## src/rtl/if_id_buf.sv

```systemverilog
// Two-entry instruction buffer between fetch and decode.
// Decode sees the head entry with no added latency; HALT stops further pushes until a flush.
module if_id_buf #(
    parameter logic [15:0] NOP_INSTR = 16'h0800
) (
    input  logic        clk,
    input  logic        rst,
    input  logic        fetch_valid,
    input  logic [15:0] fetch_instr,
    input  logic [15:0] fetch_pc,
    output logic        fetch_ready,
    input  logic        flush,
    input  logic        id_ready,
    output logic        id_valid,
    output logic [15:0] id_instr,
    output logic [15:0] id_pc,
    output logic [15:0] id_pc_inc,
    output logic [1:0]  count,
    output logic        halted
);

    localparam int unsigned W     = 16;
    localparam int unsigned DEPTH = 2;
    localparam int unsigned CW    = 2;

    typedef struct packed {
        logic [W-1:0] instr;
        logic [W-1:0] pc;
    } entry_t;

    entry_t        mem [DEPTH];
    logic          rd_ptr;
    logic          wr_ptr;
    logic [CW-1:0] count_q;
    logic          halted_q;
    logic          push;
    logic          pop;
    logic          push_is_halt;
    entry_t        head;

    // Ready depends only on registered state, never on flush or id_ready.
    assign fetch_ready  = (count_q < CW'(DEPTH)) & ~halted_q;
    assign push         = fetch_valid & fetch_ready & ~flush;
    assign pop          = id_ready & id_valid & ~flush;
    assign push_is_halt = (fetch_instr[W-1:W-5] == 5'b00000);

    // Storage is not reset; occupancy alone decides what is visible.
    always_ff @(posedge clk) begin
        if (push) begin
            mem[wr_ptr] <= '{instr: fetch_instr, pc: fetch_pc};
        end
    end

    // Pointers, occupancy and halt flag; flush outranks push and pop.
    always_ff @(posedge clk or negedge rst) begin
        if (!rst) begin
            rd_ptr   <= 1'b0;
            wr_ptr   <= 1'b0;
            count_q  <= '0;
            halted_q <= 1'b0;
        end else if (flush) begin
            rd_ptr   <= 1'b0;
            wr_ptr   <= 1'b0;
            count_q  <= '0;
            halted_q <= 1'b0;
        end else begin
            if (push) begin
                wr_ptr <= ~wr_ptr;
            end
            if (pop) begin
                rd_ptr <= ~rd_ptr;
            end
            unique case ({push, pop})
                2'b10:   count_q <= count_q + CW'(1);
                2'b01:   count_q <= count_q - CW'(1);
                default: count_q <= count_q;
            endcase
            if (push && push_is_halt) begin
                halted_q <= 1'b1;
            end
        end
    end

    // Head presentation; an empty buffer shows a NOP at PC 0.
    assign head      = mem[rd_ptr];
    assign id_valid  = (count_q != '0);
    assign id_instr  = id_valid ? head.instr : NOP_INSTR;
    assign id_pc     = id_valid ? head.pc : W'(0);
    assign id_pc_inc = id_pc + W'(2);
    assign count     = count_q;
    assign halted    = halted_q;

endmodule

```

## config.mk

```make
export PLATFORM = sky130hd
export DESIGN_NAME = if_id_buf
export DESIGN_NICKNAME = d
export VERILOG_FILES = /design/src/rtl/if_id_buf.sv
export SDC_FILE = /design/constraint.sdc
export NUM_CORES = 1
export LEC_CHECK = 0
export CAP_MARGIN = 20
export CORE_ASPECT_RATIO = 1.25
export CORE_UTILIZATION = 51
export DETAILED_ROUTE_END_ITERATION = 16
export PLACE_DENSITY = 0.85
export SYNTH_ARGS = -nofsm -noshare
export SYNTH_HDL_FRONTEND = slang
export SYNTH_SLANG_ARGS = --single-unit
```

## constraint.sdc

```tcl
create_clock -name clk -period 6 [get_ports clk]
set_clock_uncertainty 0.1 [all_clocks]
set_input_delay 1.2 -clock clk [delete_from_list [all_inputs] [get_ports clk]]
set_output_delay 1.2 -clock clk [all_outputs]
set_load 0.1 [all_outputs]
```

Word level (Yosys, flattened, before mapping) --
Memory sizes are Yosys's and may differ from the RTL's. Cells that the tools add are included.
Cells by class: add/subtract/negate cells 3, magnitude comparators 1, equality and inequality tests 2, muxes and demuxes 12, bitwise logic cells 9, reduce and logical (&&, ||, !) cells 7
Operators by type and width (count):
- 2-to-1 mux 16 bit | 2
- adder 16 x 2 -> 16 bit (second input constant) | 1
- 2-to-1 mux 1 bit | 8
- nonzero test 2 bit | 4
- bitwise AND 1 bit | 5
- logical NOT 5 bit | 1
- NOT 1 bit | 4
- case mux 2 bit (2 select lines) | 1
- nonzero test 3 bit | 1
- adder 2 x 1 -> 2 bit (second input constant) | 1
- == test 2 x 1 -> 1 bit (second input constant) | 1
- == test 2 bit (second input constant) | 1
- < comparator 2 bit (second input constant) | 1
- 2-to-1 mux 2 bit | 1
- subtractor 2 x 1 -> 2 bit (second input constant) | 1
- logical AND 1 bit | 1
Word-level totals: bits in registers 5, bits in writable memories 64, input bits 37, output and inout port bits 53, word-level logic and storage cells 39, memories 1
Memories:
- mem | depth 2, bits a word 32, rd ports 1, clocked after Yosys merged registers in 0, wr ports 1, line 31 | entry_t mem [DEPTH];

Longest topological paths before layout --
word-level depth 7, mapped depth 9, gate-level depth less buffers 7

Least setup slack after synthesis --
OpenSTA, ideal clock, no wires.
path type register to output, start point reg count_q[1] (netlist: count[1]), end point out id_pc_inc[15], data arrival time 5468 ps, required time 4700 ps, setup slack -768 ps, cell stages (with the launch flop) 10, path buffers 3, path through dfrtp_1 nor2_2 buf_2 clkbuf_1 buf_1 nor2_1 ha_1 and4_1 nand4_1 xnor2_1
Between the ends: cells in the longest elaborated chain, start to end 3
Ends and longest elaborated chain:
- from (decl) | line 34 | logic [CW-1:0] count_q;
- from (signal assigned) | line 74 | 2'b10: count_q <= count_q + CW'(1);
- from (signal assigned) | line 75 | 2'b01: count_q <= count_q - CW'(1);
- from (signal assigned) | line 76 | default: count_q <= count_q;
- nonzero test 2 bit | line 86 | assign id_valid = (count_q != '0);
- 2-to-1 mux 16 bit | line 88 | assign id_pc = id_valid ? head.pc : W'(0);
- named net id_pc[2] | line 16 | output logic [15:0] id_pc,
- adder 16 x 2 -> 16 bit | line 89 | assign id_pc_inc = id_pc + W'(2);
- to (decl) | line 17 | output logic [15:0] id_pc_inc,
The timed path passes the listed nets, and every way through them passes these cells.

Worst setup path after layout --
start point reg rd_ptr, end point out id_pc_inc[15]
Between the ends: cells in the longest elaborated chain, start to end 3
Ends and longest elaborated chain:
- from (decl) | line 32 | logic rd_ptr;
- from (signal assigned) | line 71 | rd_ptr <= ~rd_ptr;
- memory read (2 x 32 bit)
- 2-to-1 mux 16 bit | line 88
- adder 16 x 2 -> 16 bit | line 89
No other way between the ends.

==> impl_results.md <==
- Status: complete, but fails checks
- Failing checks: design-rule violations
- Largest cells by area after synthesis: edfxtp_1 63%, mux2i_1 10%, nor2_1 4.3%, dfrtp_1 4.1%, xnor2_1 2.9%
- First-pass GRT wire length: 9050 um
- Die Area: around 6300 um2
- Slew HR: approximately a third
- Residual DRC count: 7
- # resized after CTS: 0
- Mapped Area: 3060 um2
- Num CTS Buffers: 9
- RSZ-0062 raised after global routing: false
- Initial antenna violation count: 0
- GRT Total Usage: 19.6%
- Pins Over Slew Limit: 0
- Total power: 1.35 mW
- Share of layout cells above drive strength 1: roughly an eighth
- Synth warn: 0
- Worst Tran Pin Value: 1.01 ns
- Largest net degree at the start of global routing: 33
- R2r setup slk: 3.62 ns
- Die H: 88.5 um
- FP Rows: 31
- CTS tree: built
- Largest area contributor in the netlist: edfxtp_1
- Final core occ: 73.2%
- Via count: 2009
- Die Width: between 70 and 80 um
- Logic pwr share: 29.6%
- Reg clk slew, reported paths: ~0.060 ns
- Clk buf depth: 2
- Final worst path period need: ~5.0 ns
- Setup TNS: 0 ns
- Synthesized flop and latch total: 69
- Avg WL per Cell: 15.4 um
- Syn-to-layout area delta: 38.4%
- H-tree level count: 3
- WS Path Type: reg -> out
- Max VDD drop: 0.236 mV
- Post-CTS Hold Buffers: 0
- Kind of end point of the critical path: primary output
- CTS sink cnt: 69
- DRT Pass-1 Iters: 10
- Root Driver: clkbuf_8
- Cell Int Power: 0.885 mW
- Vias per Instance: 5.34
- NetSw: between 0.4 and 0.5 mW
- Fmax: about 200 MHz
- Sequential power share: 42.1%
- Most common cell after layout, fill and taps aside: clkdlybuf4s50_1
- Setup repair bufs after CTS: 0
- IO Pins: 90
- CP required: 4.70 ns
- Post-Syn Nets: 250
- Net Sw Frac: 34.2%
- Vias in the first global route: 1973
- WL final: a little under 6000 um
- Yosys top cell area share: 62.9%
- Final period util: 83.1%
- RePlAce Congestion: 0.769
- Hold slack: 0.495 ns
- Inserted Diodes: 0
- Seq/Total Area, Yosys: 67.0%
- Clk_lat worst skew: 0.33 ns
- Number of max-cap violations: 0
- P_leak: 1.42 nW
- Post-route ant nets: 0
- Commonest cells after routing, fill and taps aside: 89 x clkdlybuf4s50_1, 64 x edfxtp_1, 32 x mux2i_1
- Post-Syn Instances: between 200 and 250
- Initial DRC Count: 60
- Worst-path fanout max: 30
- Crit path DAT: about 3.7 ns
- PnR worst setup slack: 1.01 ns
- Initial core utilization: a little over half
- Final HPWL DP: between 4000 and 5000 um
- Pwr Density: 318 nW/um2
- Final Hold Fails: 0
- Hold Crit Class: reg -> reg
- GR Overflow Total: 0
- Nets: 343
- Final setup vio count: 0
- Worst Setup Slack post-DPL: 1.35 ns
- Core area: 5780 um2
- Syn Area/Cell: roughly 14 um2
- Worst Setup Start Kind: flip-flop
- Synth cell types: 36
- Number of buffers added on ports: approximately 90
- Clock power share: 28.4%
-- logic make-up after synthesis --
group	count (synthesis)	share of synthesized area, %
AO/OA/AOI/OAI	9	2.33
buffers and inverters	13	2.66
AND/OR/NAND/NOR	72	12.4
flip-flops	69	67.0
XOR/XNOR	15	4.30
adder cells (fa/ha/maj)	1	0.409
multiplexers	33	10.9
-- stage by stage --
stage	instance area [um2]	instances
6_report	4230	376
5_1_grt	4230	376
4_1_cts	4230	376
3_5_place_dp	4020	360
3_3_place_gp	4020	360
2_1_floorplan	3080	212
-- final timing paths --
path / startpoint / endpoint / cells after the start
hold / removal: wr_ptr$_DFFE_PN0P_ / wr_ptr$_DFFE_PN0P_ / 2
setup reg to reg: count[1]$_DFFE_PN0P_ / mem[1][2]$_DFFE_PP_ / 3
hold reg to reg: wr_ptr$_DFFE_PN0P_ / wr_ptr$_DFFE_PN0P_ / 2
min in group asynchronous: rst / halted$_DFFE_PN0P_ / 1
max in group asynchronous: rst / rd_ptr$_DFFE_PN0P_ / 1
setup / recovery: rd_ptr$_DFFE_PN0P_ / id_pc_inc[15] / 8
-- worst max-delay path, stage by stage (launching register included) --
cell and delay [ns]:
dfrtp_2 0.83, mux2i_1 0.21, or2_2 0.35, clkinvlp_4 0.08
ha_1 0.19, and4_1 0.26, nand4_1 0.12, xnor2_1 0.17
clkdlybuf4s50_1 1.14
-- synth_stat cells, drive strengths merged --
library cell,count
and3,1
or2,1
nand2b,2
nand4,4
xor2,5
edfxtp,64
nor4b,1
nor2,36
nand3,7
ha,1
and4,1
a211oi,3
nand3b,4
clkbuf,2
a21oi,3
or3b,1
nand4b,1
xnor2,10
inv,2
o21ai,2
a221oi,1
dfrtp,5
buf,9
nor3,4
nand2,6
and2,1
mux2,1
mux2i,32
nor3b,2
-- power groups by stage --
stage	clock network [mW]	registers [mW]	logic [mW]
2_1_floorplan	0	0.575	0.302
3_3_place_gp	0	0.574	0.395
3_5_place_dp	0	0.576	0.398
4_1_cts	0.390	0.566	0.400
5_1_grt	0.407	0.568	0.412
6_report	0.381	0.566	0.398
-- cell type report --
type                            instances  area (um2)
Sequential cell                        69        2050
Fill cell                             383        1550
Clock inverter                          5        75.1
Timing Repair Buffer                   93         921
Tap cell                               66        82.6
Multi-Input combinational cell        130         957
Clock buffer                           11         131
Inverter                                2        11.3
-- metal layers --
layer	share of wire [%]	up-vias	global-route usage, %
met3	6.9	9	6.61
li1	-	966	-
met4	1.7	0	9.27
met5	0	-	0
met2	54	74	35.5
met1	37	960	20.4
-- registers in the layout (all words and copies together), names as in the netlist --
name    cells
count       2
wr_ptr      1
rd_ptr      1
mem        64
halted      1
Power figures use the tool's default switching activity.
